[config.mk]
export PLATFORM = sky130hd
export DESIGN_NAME = ktms_fc_drain_wait_flat
export DESIGN_NICKNAME = d
export VERILOG_FILES = /design/src/rtl/ktms_fc_drain_wait_if.sv /design/src/rtl/ktms_fc_drain_wait.sv /design/src/flat_wrapper.sv
export SDC_FILE = /design/constraint.sdc
export NUM_CORES = 1
export LEC_CHECK = 0
export BUFFER_PORTS_ARGS = -buffer_cell sky130_fd_sc_hd__buf_2
export CAP_MARGIN = 20
export CORE_AREA = 2 2 71 73
export CTS_CLUSTER_SIZE = 12
export DETAILED_ROUTE_END_ITERATION = 7
export DIE_AREA = 0 0 73 75
export PLACE_DENSITY = 0.72
export SYNTH_ARGS = -nofsm -noshare
export SYNTH_HDL_FRONTEND = slang
export SYNTH_SLANG_ARGS = --single-unit
[constraint.sdc]
create_clock -name clk -period 2.4 [get_ports clk]
set_input_delay 0.48 -clock clk [delete_from_list [all_inputs] [get_ports clk]]
set_output_delay 0.48 -clock clk [all_outputs]
set_load 0.01 [all_outputs]
[src/rtl/ktms_fc_drain_wait_if.sv]
// Request, counter-read and response signals of the per-id drain waiter.
// master = requester/counter side, slave = the drain waiter itself.
interface ktms_fc_drain_wait_if #(
    parameter int id_width  = 1,
    parameter int tag_width = 8
);
    logic                 i_v;
    logic                 i_r;
    logic [id_width-1:0]  i_id;
    logic [tag_width-1:0] i_tag;
    logic [id_width-1:0]  o_rd_a;
    logic                 i_rd_z;
    logic                 o_v;
    logic                 o_r;
    logic [id_width-1:0]  o_id;
    logic [tag_width-1:0] o_tag;
    logic                 o_tmo;

    modport master (
        output i_v, i_id, i_tag, i_rd_z, o_r,
        input  i_r, o_rd_a, o_v, o_id, o_tag, o_tmo
    );

    modport slave (
        input  i_v, i_id, i_tag, i_rd_z, o_r,
        output i_r, o_rd_a, o_v, o_id, o_tag, o_tmo
    );
endinterface

[src/rtl/ktms_fc_drain_wait.sv]
// Per-id drain waiter: queues {id, tag}, waits for the id's counter to read zero, responds in order.
// Latency: push at N -> o_v at N+3 at best; i_r = ~full (no bypass); response held while o_r=0.
// Optional wait timeout built when KTMS_FC_DRAIN_TIMEOUT_EN is defined (sets o_tmo).
module ktms_fc_drain_wait #(
    parameter int id_width   = 1,
    parameter int tag_width  = 8,
    parameter int depth_log2 = 2,
    parameter int tmo_width  = 16
) (
    input  logic                clk,
    input  logic                reset,
    ktms_fc_drain_wait_if.slave bus
);
    localparam int depth = 1 << depth_log2;

    typedef struct packed {
        logic [id_width-1:0]  id;
        logic [tag_width-1:0] tag;
    } req_t;

    typedef enum logic [1:0] {IDLE, ADDR, POLL, RSP} state_t;

    state_t                state;
    req_t                  mem [depth];
    req_t                  head;
    logic [depth_log2-1:0] wr_ptr;
    logic [depth_log2-1:0] rd_ptr;
    logic [depth_log2:0]   count;
    logic [depth_log2:0]   count_nxt;
    logic                  full;
    logic                  empty;
    logic                  push;
    logic                  pop;
    logic [id_width-1:0]   rd_a_q;
    logic                  o_v_q;
    logic [id_width-1:0]   o_id_q;
    logic [tag_width-1:0]  o_tag_q;
    logic                  tmo_q;
    logic                  tmo_hit;

    assign full      = (count == (depth_log2 + 1)'(depth));
    assign empty     = (count == '0);
    assign push      = bus.i_v & ~full;
    assign pop       = (state == RSP) & bus.o_r;
    assign count_nxt = count + (depth_log2 + 1)'(push) - (depth_log2 + 1)'(pop);
    assign head      = mem[rd_ptr];

    assign bus.i_r    = ~full;
    assign bus.o_rd_a = empty ? rd_a_q : head.id;
    assign bus.o_v    = o_v_q;
    assign bus.o_id   = o_id_q;
    assign bus.o_tag  = o_tag_q;
    assign bus.o_tmo  = tmo_q;

    always_ff @(posedge clk) begin
        if (push) begin
            mem[wr_ptr] <= '{id: bus.i_id, tag: bus.i_tag};
        end
    end

    always_ff @(posedge clk or posedge reset) begin
        if (reset) begin
            wr_ptr <= '0;
            rd_ptr <= '0;
            count  <= '0;
            rd_a_q <= '0;
        end else begin
            if (push) wr_ptr <= wr_ptr + 1'b1;
            if (pop)  rd_ptr <= rd_ptr + 1'b1;
            count <= count_nxt;
            // o_rd_a keeps the last head id once the queue drains
            if (!empty) rd_a_q <= head.id;
        end
    end

`ifdef KTMS_FC_DRAIN_TIMEOUT_EN
    logic [tmo_width-1:0] tmo_cnt;
    logic [tmo_width-1:0] tmo_cnt_inc;

    assign tmo_cnt_inc = tmo_cnt + 1'b1;
    assign tmo_hit     = ~bus.i_rd_z & (&tmo_cnt_inc);

    always_ff @(posedge clk or posedge reset) begin
        if (reset) begin
            tmo_cnt <= '0;
        end else if (state == ADDR) begin
            tmo_cnt <= '0;
        end else if (state == POLL && !bus.i_rd_z && !(&tmo_cnt)) begin
            tmo_cnt <= tmo_cnt_inc;
        end
    end
`else
    // No timeout hardware; tmo_width only matters when the counter is built.
    assign tmo_hit = (tmo_width < 0);
`endif

    always_ff @(posedge clk or posedge reset) begin
        if (reset) begin
            state   <= IDLE;
            o_v_q   <= 1'b0;
            o_id_q  <= '0;
            o_tag_q <= '0;
            tmo_q   <= 1'b0;
        end else begin
            case (state)
                IDLE: begin
                    if (push || !empty) state <= ADDR;
                end
                // counter read address settles here; i_rd_z is for the old address
                ADDR: begin
                    state <= POLL;
                end
                POLL: begin
                    if (bus.i_rd_z || tmo_hit) begin
                        state   <= RSP;
                        o_v_q   <= 1'b1;
                        o_id_q  <= head.id;
                        o_tag_q <= head.tag;
                        tmo_q   <= ~bus.i_rd_z;
                    end
                end
                RSP: begin
                    if (bus.o_r) begin
                        o_v_q <= 1'b0;
                        state <= (count_nxt != '0) ? ADDR : IDLE;
                    end
                end
                default: state <= IDLE;
            endcase
        end
    end
endmodule

[src/flat_wrapper.sv]
// flat-port wrapper written by rule: the top's interface ports become plain ports
module ktms_fc_drain_wait_flat 
#(
    parameter int id_width   = 1,
    parameter int tag_width  = 8,
    parameter int depth_log2 = 2,
    parameter int tmo_width  = 16
)
  (clk, reset, bus_i_v, bus_i_id, bus_i_tag, bus_i_rd_z, bus_o_r, bus_i_r, bus_o_rd_a, bus_o_v, bus_o_id, bus_o_tag, bus_o_tmo);
  ktms_fc_drain_wait_if #(.id_width(id_width), .tag_width(tag_width)) bus_i ();
  input  logic clk;
  input  logic reset;
  input wire logic [$bits(bus_i.i_v)-1:0] bus_i_v;
  input wire logic [$bits(bus_i.i_id)-1:0] bus_i_id;
  input wire logic [$bits(bus_i.i_tag)-1:0] bus_i_tag;
  input wire logic [$bits(bus_i.i_rd_z)-1:0] bus_i_rd_z;
  input wire logic [$bits(bus_i.o_r)-1:0] bus_o_r;
  output wire logic [$bits(bus_i.i_r)-1:0] bus_i_r;
  output wire logic [$bits(bus_i.o_rd_a)-1:0] bus_o_rd_a;
  output wire logic [$bits(bus_i.o_v)-1:0] bus_o_v;
  output wire logic [$bits(bus_i.o_id)-1:0] bus_o_id;
  output wire logic [$bits(bus_i.o_tag)-1:0] bus_o_tag;
  output wire logic [$bits(bus_i.o_tmo)-1:0] bus_o_tmo;
  assign bus_i.i_v = bus_i_v;
  assign bus_i.i_id = bus_i_id;
  assign bus_i.i_tag = bus_i_tag;
  assign bus_i.i_rd_z = bus_i_rd_z;
  assign bus_i.o_r = bus_o_r;
  assign bus_i_r = bus_i.i_r;
  assign bus_o_rd_a = bus_i.o_rd_a;
  assign bus_o_v = bus_i.o_v;
  assign bus_o_id = bus_i.o_id;
  assign bus_o_tag = bus_i.o_tag;
  assign bus_o_tmo = bus_i.o_tmo;
  ktms_fc_drain_wait #(.id_width(id_width), .tag_width(tag_width), .depth_log2(depth_log2), .tmo_width(tmo_width)) u_core (.clk(clk), .reset(reset), .bus(bus_i));
endmodule
Word-level counts from Yosys, hierarchy flattened

Memories as Yosys holds them, arrays and structs flattened.
Index checks and enable logic that the tools add are counted.
W data, S select, Z words.

Memories kept: 1
Output and inout bits: 13
Input bits: 14
Word-level logic and storage cells: 45
Memory bits (writable): 36
Register bits: 21

Memories:

| memory     | words | width | read ports | clocked after Yosys merged registers in | wr ports | RTL line                 | source |
|---|---|---|---|---|---|---|---|
| u_core.mem | 4     | 9     | 1          | 0                                       | 1        | ktms_fc_drain_wait.sv:24 | `req_t mem [depth];` |

Muxes and demuxes: 11
Equal/unequal tests: 7
Bitwise gates (word level): 4
Add/sub/neg operators: 4
Reduce and logical (&&, ||, !) cells: 9

Operators by type and width:

| operator              | number |
|---|---|
| $pmux W2 S4           | 1 |
| $mux W1               | 6 |
| $mux W2               | 3 |
| $reduce_and A3 Y1     | 2 |
| $add A2 B1 Y2 const B | 2 |
| $eq A2 B2 Y1 const B  | 2 |
| $ne A2 B2 Y1 const B  | 2 |
| $add A3 B1 Y3         | 1 |
| $eq A3 B3 Y1 const B  | 1 |
| $logic_not A3 Y1      | 1 |
| $reduce_bool A3 Y1    | 1 |
| $sub A3 B1 Y3         | 1 |
| $and A1 B1 Y1         | 2 |
| $eq A2 B1 Y1 const B  | 1 |
| $logic_not A2 Y1      | 1 |
| $ne A2 B1 Y1 const B  | 1 |
| $not A1 Y1            | 2 |
| $pmux W1 S2           | 1 |
| $reduce_and A2 Y1     | 1 |
| $reduce_bool A2 Y1    | 1 |
| $logic_not A1 Y1      | 1 |
| $logic_or A1 B1 Y1    | 1 |

Logic depth before layout (Yosys ltp)

Gate-level depths: netlist of the first run.

Depth after elaboration: 9
Mapped depth: 11
Gate-level depth less buffers: 11

Least setup slack after synthesis of the first run

Ideal clock, no wire load.

Path type: reg2reg
Start: reg u_core.state[1]
End: reg u_core.state[0]
Path slack: 0.110 ns
Arrival: 2.160 ns
Data required time: 2.270 ns
Clock period less this slack: 2.290 ns
Setup time: 0.130 ns
Buffers on the path: 0
Cell stages (with the launch flop): 12
Cell sequence: dfrtp_1 ha_1 nand2_1 inv_1 ha_1 inv_1 ha_1 fa_1 xnor2_1 xnor2_1 o31ai_1 a21oi_1

Cells in the longest elaborated chain, start to end: 7
Elaborated cells between the ends (all ways): 14
Those cells by class: 1 x add/sub; 6 x eq/ne; 3 x mux; 1 x bitwise; 3 x reduce/logical

Ends and longest elaborated chain:

| item                          | RTL line                  | source |
|---|---|---|
| from (decl)                   | ktms_fc_drain_wait.sv:23  | `state_t state;` |
| from (signal assigned)        | ktms_fc_drain_wait.sv:125 | `state <= (count_nxt != '0) ? ADDR : IDLE;` |
| $eq A2 B2 Y1                  | ktms_fc_drain_wait.sv:44  | `assign pop = (state == RSP) & bus.o_r;` |
| $and A1 B1 Y1                 | ktms_fc_drain_wait.sv:44  |  |
| named net u_core.pop          | ktms_fc_drain_wait.sv:33  | `logic pop;` |
| $sub A3 B1 Y3                 | ktms_fc_drain_wait.sv:45  | `assign count_nxt = count + (depth_log2 + 1)'(push) - (depth_log2 + 1)'(pop);` |
| named net u_core.count_nxt[2] | ktms_fc_drain_wait.sv:29  | `logic [depth_log2:0] count_nxt;` |
| $reduce_bool A3 Y1            | ktms_fc_drain_wait.sv:125 |  |
| $mux W1                       | ktms_fc_drain_wait.sv:125 |  |
| $mux W2                       | ktms_fc_drain_wait.sv:123 | `if (bus.o_r) begin` |
| $pmux W2 S4                   | ktms_fc_drain_wait.sv:105 | `case (state)` |

The timed path passes the listed nets, and every way through them passes these cells. The select of a mux whose other input is x is not followed.
A chain may end at the register's enable or synchronous reset.

Worst setup path after layout of the first run

Same ends and word-level chain as after synthesis.

==> reports/qor.yml, run 1 <==
synthDistinctLibCells: 25
fmax_mhz: 433
initialDrtViolationCount: 52
power_leakage_nw: 1.14
total_power_mw: 3.73
peakVddDrop_uv: 673
run_status: "completed"
fp.coreArea_um2: 4660
root_buffer: "clkbuf_8"
ioPinCount: 27
post-route-min-period_ps: 2310
grt_max_degree: 22
finalWirelength_mm: 3.76
first_global_vias: 1289
cts_max_level: 3
fp.dieArea_um2: 5480
ys_warn_count: 0
dr_total_vias: 1178
start_util_pct: 49.6
die_w_um: 73
first_pass_iters: 4
finalInstanceArea_um2: 2810
synth_area_leader_cell: "edfxtp_1"
async_flop_share_pct: 36.8
cap_violations: 0
crit_start: "u_core.state[1]$_DFFE_PP0P_"
route.detailed.drc: 0
fin_util_pct: 60.2
worst-slew-pin-transition_ps: 800
ff_latch_area_um2: 1610
grt_usage_pct: 16.5
ys.flop_type: "edfxtp_1"
rsz0062_at_grt: "true"
drive_gt1_share_pct: 42.3
wl_per_cell_um: 16.4
crit_chain: "ha_4, nand2_4, inv_4, ha_4, inv_2, ha_4, fa_2, xnor2_2, xnor2_1, o31ai_1, a21oi_1"
setup_viol: 0
cts_tree: "built"
syn2layout_area_growth_pct: 21.3
cp-start-kind: "flop"
power_density_nw_per_um2: 1330
num_rows: 25
finalHoldViolCount: 0
period_share_pct: 96.1
synthTopCellsByCount: "edfxtp_1, dfrtp_1, inv_1"
slowest_delay_ps: 410
ctsHoldBuffers: 0
grt_first_pass_wirelength_mm: 6.23
synth-edff-count: 36
post_dp_cell_area_um2: 2510
fin_setup_tns_ps: 0
antenna_left: 0
numCtsBuffers: 9
hpwl_mm: 2.51
nNetsFinal: 194
slew_violations: 0
clkSinkCount: 57
synth_area_um2: 2310
io_buffers: 26
vias_per_cell: 5.14
synth.top_cell.area_share_pct: 46.7
clkTransAtPathRegs_ps: 70
end_kind: "flop"
die_h_um: 75
ys_ff_latch: 57
num_antenna_cells: 0
arrival_ps: 2520
grt_overflow: 0
fill_cells: 346
avgSynthCellArea_um2: 17.8
synth_most_common_cell: "edfxtp_1"
multiInputGateArea_um2: 702
path_common_cell: "ha_4"
crit_required_ps: 2610
rr_startpoint: "u_core.state[1]$_DFFE_PP0P_"
min_path_type: "in2async"
max-clock-path-buffers: 2
ys_seq_area_share_pct: 69.4
clock_latency_ps: 330
finClkSkew_ps: 8.69
synth_fp_nets: 154
synth.area.top_cells: "edfxtp_1, dfrtp_1, mux4_2"
crit_fanout: 3
slowest_stage: "dfrtp_1"
syn_inst: 130
worstSetupPathType: "reg2reg"
antenna_found_initial: 0
slew_headroom_pct: 46.6
place_congestion: 0.758
[worst paths after layout]
check	endpoint	slack, ps	cells after the start
setup / recovery	u_core.state[0]$_DFFE_PP0P_	90	11
hold / removal	u_core.bus.o_tmo$_DFFE_PP0P_	290	2
setup reg to reg	u_core.state[0]$_DFFE_PP0P_	90	11
hold reg to reg	u_core.bus.o_tmo$_DFFE_PP0P_	480	1
max in group asynchronous	u_core.bus.o_tag[1]$_DFFE_PP0P_	1610	2
min in group clk	u_core.mem[0][4]$_DFFE_PP_	360	1
[layout by cell type, fill, tap and decap left out]
cell type,netlist,layout
a21oi_1,1,1
dfrtp_1,21,21
inv_1,13,10
clkbuf_8,0,9
ha_4,0,3
nor2_1,1,1
nor3_1,2,2
and3b_1,1,1
clkbuf_1,0,1
nand2_4,0,1
and3_1,4,4
clkinvlp_4,0,2
and2_1,1,2
buf_4,0,5
bufinv_16,0,2
inv_4,0,1
clkinv_1,0,1
o31a_1,1,1
clkinv_2,0,1
xnor2_1,5,4
fa_2,0,1
mux2_2,11,11
o31ai_1,2,2
nand2_1,4,3
mux2i_1,1,1
buf_2,1,26
mux4_1,1,1
xnor2_2,0,1
inv_2,0,2
o22ai_1,1,1
nand3_2,0,1
o21ai_0,2,2
ha_1,9,6
edfxtp_1,36,36
mux4_2,8,8
[cells by family (layout without fill, tap and decap cells)]
kind of cell | after synthesis | in the layout | synth area share, %
flops | 57 | 57 | 69.4
mux | 21 | 21 | 14.7
simple gates | 15 | 15 | 3.46
buf+inv | 15 | 60 | 2.81
fa+ha+maj | 10 | 10 | 5.73
compound gates | 7 | 7 | 1.95
xor+xnor | 5 | 5 | 1.89
[critical path: cells and delay by family, from the launching register on]
family,cells,cell delay (ps)
adder cells (fa/ha/maj),4,970
buffers and inverters,2,80
AO/OA/AOI/OAI,2,360
flip-flops,1,410
AND/OR/NAND/NOR,1,70
XOR/XNOR,2,290
[through the flow]
step           cells  hold WS [ps]  worst slack [ps]
5_1_grt          229           346             -55.3
6_report         229           287              92.6
2_1_floorplan    130           457               110
3_5_place_dp     210           466             -60.2
3_3_place_gp     210           464              76.8
4_1_cts          227           314              39.1
[area by class of cell]
cell class | count | area share (%)
Sequential cell | 57 | 57.2
Inverter | 13 | 1.83
Clock inverter | 6 | 2.99
Tap cell | 54 | 2.41
Clock buffer | 10 | 4.55
Timing Repair Buffer | 31 | 5.97
Multi-Input combinational cell | 58 | 25.0
[registers in the layout, indices dropped and copies added (netlist names)]
name	cells
u_core.wr_ptr	2
u_core.bus.o_tmo	1
u_core.bus.o_tag	8
u_core.bus.o_v	1
u_core.rd_a_q	1
u_core.state	2
u_core.bus.o_id	1
u_core.count	3
u_core.mem	36
u_core.rd_ptr	2
[power breakdown]
part	internal (mW)	switching, mW
Clock	0.578	0.361
Sequential	1.37	0.165
Combinational	0.664	0.599
[layer usage]
layer / part of all wire (%) / wire length, um / global-route usage, % / vias to the layer above
li1: - / - / - / 567
met1: 40 / 1510 / 17.9 / 577
met4: 1.7 / 63 / 7.41 / 0
met5: 0 / 0 / 0 / -
met3: 4.7 / 178 / 7.50 / 8
met2: 53 / 2010 / 27.8 / 26
[what timing repair did]
item,CTS,global route
pin swaps,1,8
setup buffers,1,2
resized for setup,2,13
setup endpoints to repair,1,1
(Power assumes the default switching activity.)
==> run 2: changes to the inputs <==
--- a/config.mk
+++ b/config.mk
@@ -7,11 +7,13 @@
 export LEC_CHECK = 0
 export BUFFER_PORTS_ARGS = -buffer_cell sky130_fd_sc_hd__buf_2
 export CAP_MARGIN = 20
-export CORE_AREA = 2 2 71 73
+export CORE_AREA = 2 2 65 67
+export CTS_CLUSTER_DIAMETER = 60
 export CTS_CLUSTER_SIZE = 12
 export DETAILED_ROUTE_END_ITERATION = 7
-export DIE_AREA = 0 0 73 75
-export PLACE_DENSITY = 0.72
+export DIE_AREA = 0 0 67 69
+export PLACE_DENSITY = 0.81
 export SYNTH_ARGS = -nofsm -noshare
 export SYNTH_HDL_FRONTEND = slang
 export SYNTH_SLANG_ARGS = --single-unit
+export TNS_END_PERCENT = 10
==> constraint.sdc (replaced) <==
create_clock -name clk -period 2.95 [get_ports clk]
set_input_delay 0.59 -clock clk [delete_from_list [all_inputs] [get_ports clk]]
set_output_delay 0.59 -clock clk [all_outputs]
set_load 0.01 [all_outputs]
==> run 2 against run 1 <==
Global-route usage increased by 2.5 points. Via count unchanged. Sequential power decreased by 18%. Largest power group unchanged. Flip-flop and latch count unchanged. Count of clock-buffer cells in the layout increased by 1. Die area decreased by 16%. Routed wire length decreased by 1.8%. Clock skew decreased by 1.8 ps. Critical path depth unchanged. Non-clock buffer count decreased by 4.
==> reports/qor.yml, run 2 (same netlist as run 1, synthesis figures left out) <==
clkPwrFrac_pct: 24.8
syn2layout_area_growth_pct: 16.4
rsz0062_at_grt: "false"
hpwl_mm: 2.52
antenna_left: 0
power_leakage_nw: 1.11
cts_tree: "built"
initialDrtViolationCount: 34
fill_cells: 281
seqPwrFrac_pct: 44.2
crit_required_ps: 3150
die_w_um: 67
cts_max_level: 3
post-route-min-period_ps: 2520
drive_gt1_share_pct: 35.7
setup_viol: 0
cp-start-kind: "flop"
route.detailed.drc: 0
cap_violations: 0
path_common_cell: "ha_1"
ctsHoldBuffers: 0
end_kind: "flop"
num_antenna_cells: 0
clkTransAtPathRegs_ps: 70
grt_first_pass_wirelength_mm: 5.98
max-clock-path-buffers: 2
num_rows: 23
slew_violations: 0
setup_slack_ps: 435
io_buffers: 26
start_util_pct: 59.1
netSwitchingPower_uw: 862
swShare_pct: 30.6
fin_setup_tns_ps: 0
slew_headroom_pct: 46.5
largest_reg_flops: 36
wl_per_cell_um: 16.7
dr_total_vias: 1178
ctsResizeCount: 0
place_congestion: 0.723
nNetsFinal: 190
total_power_mw: 2.82
ioPinCount: 27
finClkSkew_ps: 6.87
hold_slack_ps: 406
finalInstanceArea_um2: 2690
worstSetupPathType: "reg2reg"
fmax_mhz: 398
largest-register: "u_core.mem"
fp.coreArea_um2: 3910
fin_util_pct: 68.8
grt_overflow: 0
numCtsBuffers: 9
first_global_vias: 1244
antenna_found_initial: 0
run_status: "completed"
post_dp_cell_area_um2: 2500
stdcell_count: 221
slowest_delay_ps: 420
worst-slew-pin-transition_ps: 801
grt_usage_pct: 19.0
combPwrFrac_pct: 31.0
finalWirelength_mm: 3.70
clock_latency_ps: 330
post_cts_buffers: 0
layout.cells.most_common: "edfxtp_1"
final_cell_mix: "edfxtp_1, buf_2, dfrtp_1"
arrival_ps: 2720
reg2reg_slack_ps: 430
root_buffer: "clkbuf_8"
die_h_um: 69
internal_power_mw: 1.96
slowest_stage: "dfrtp_1"
fp.dieArea_um2: 4620
finalHoldViolCount: 0
crit_chain: "ha_1, nand2_1, inv_1, ha_1, inv_1, ha_1, fa_1, xnor2_1, xnor2_1, o31ai_1, a21oi_1"
preCtsSetupSlack_ps: 425
crit_fanout: 5
grt_max_degree: 22
power_density_nw_per_um2: 1050
period_share_pct: 85.3
vias_per_cell: 5.33
peakVddDrop_uv: 567
numPlacedInstances: 205
first_pass_iters: 4
clkSinkCount: 57
min_path_type: "in2async"
## run 2: changes by cell type in the layout (fill, tap and decap cells not counted), sizes merged
| cell | change |
|---|---|
| clkbuf | +1 |
| bufinv | -1 |
| buf | -4 |
## run 2: power groups by stage
| stage | clock network, mW | logic, mW | registers, mW |
|---|---|---|---|
| final | 0.700 | 0.874 | 1.25 |
| after global routing | 0.753 | 0.981 | 1.27 |
| after CTS | 0.718 | 0.891 | 1.25 |
| after detailed placement | 0 | 0.887 | 1.26 |
| after global placement | 0 | 0.836 | 1.24 |
| after floorplan | 0 | 0.641 | 1.24 |
## run 2: cell type report
cell class / instances / area (um2) / area share, %
repair buffers: 27 / 138 / 5.11
multi-input cells: 58 / 642 / 23.8
flip-flops and latches: 57 / 1610 / 59.6
well taps: 50 / 62.6 / 2.32
clock buffers: 11 / 141 / 5.25
inverters: 13 / 48.8 / 1.81
clock inverters: 5 / 55.1 / 2.04
## run 2: critical path: cells and delay by family (launching register included)
kind            cells  cell delay [ps]
flops               1              420
fa+ha+maj           4             1080
compound gates      2              300
simple gates        1              130
xor+xnor            2              360
buf+inv             2              110
## run 2: final timing paths
| kind | from | end | cells after the start |
|---|---|---|---|
| max | u_core.state[1]$_DFFE_PP0P_ | u_core.state[0]$_DFFE_PP0P_ | 11 |
| min | reset | u_core.bus.o_tag[1]$_DFFE_PP0P_ | 2 |
| max reg2reg | u_core.state[1]$_DFFE_PP0P_ | u_core.state[0]$_DFFE_PP0P_ | 11 |
| min reg2reg | u_core.bus.o_tmo$_DFFE_PP0P_ | u_core.bus.o_tmo$_DFFE_PP0P_ | 1 |
| max in group asynchronous | reset | u_core.wr_ptr[1]$_DFFE_PP0N_ | 2 |
| min in group clk | bus_i_tag[2] | u_core.mem[3][2]$_DFFE_PP_ | 1 |
## run 2: metal layers
metal / up-vias / global-route usage (%) / part of all wire [%]
li1: 554 / - / -
met1: 588 / 21.7 / 40
met2: 30 / 31.2 / 54
met3: 6 / 7.34 / 4.7
met4: 0 / 8.16 / 1.3
met5: - / 0 / 0
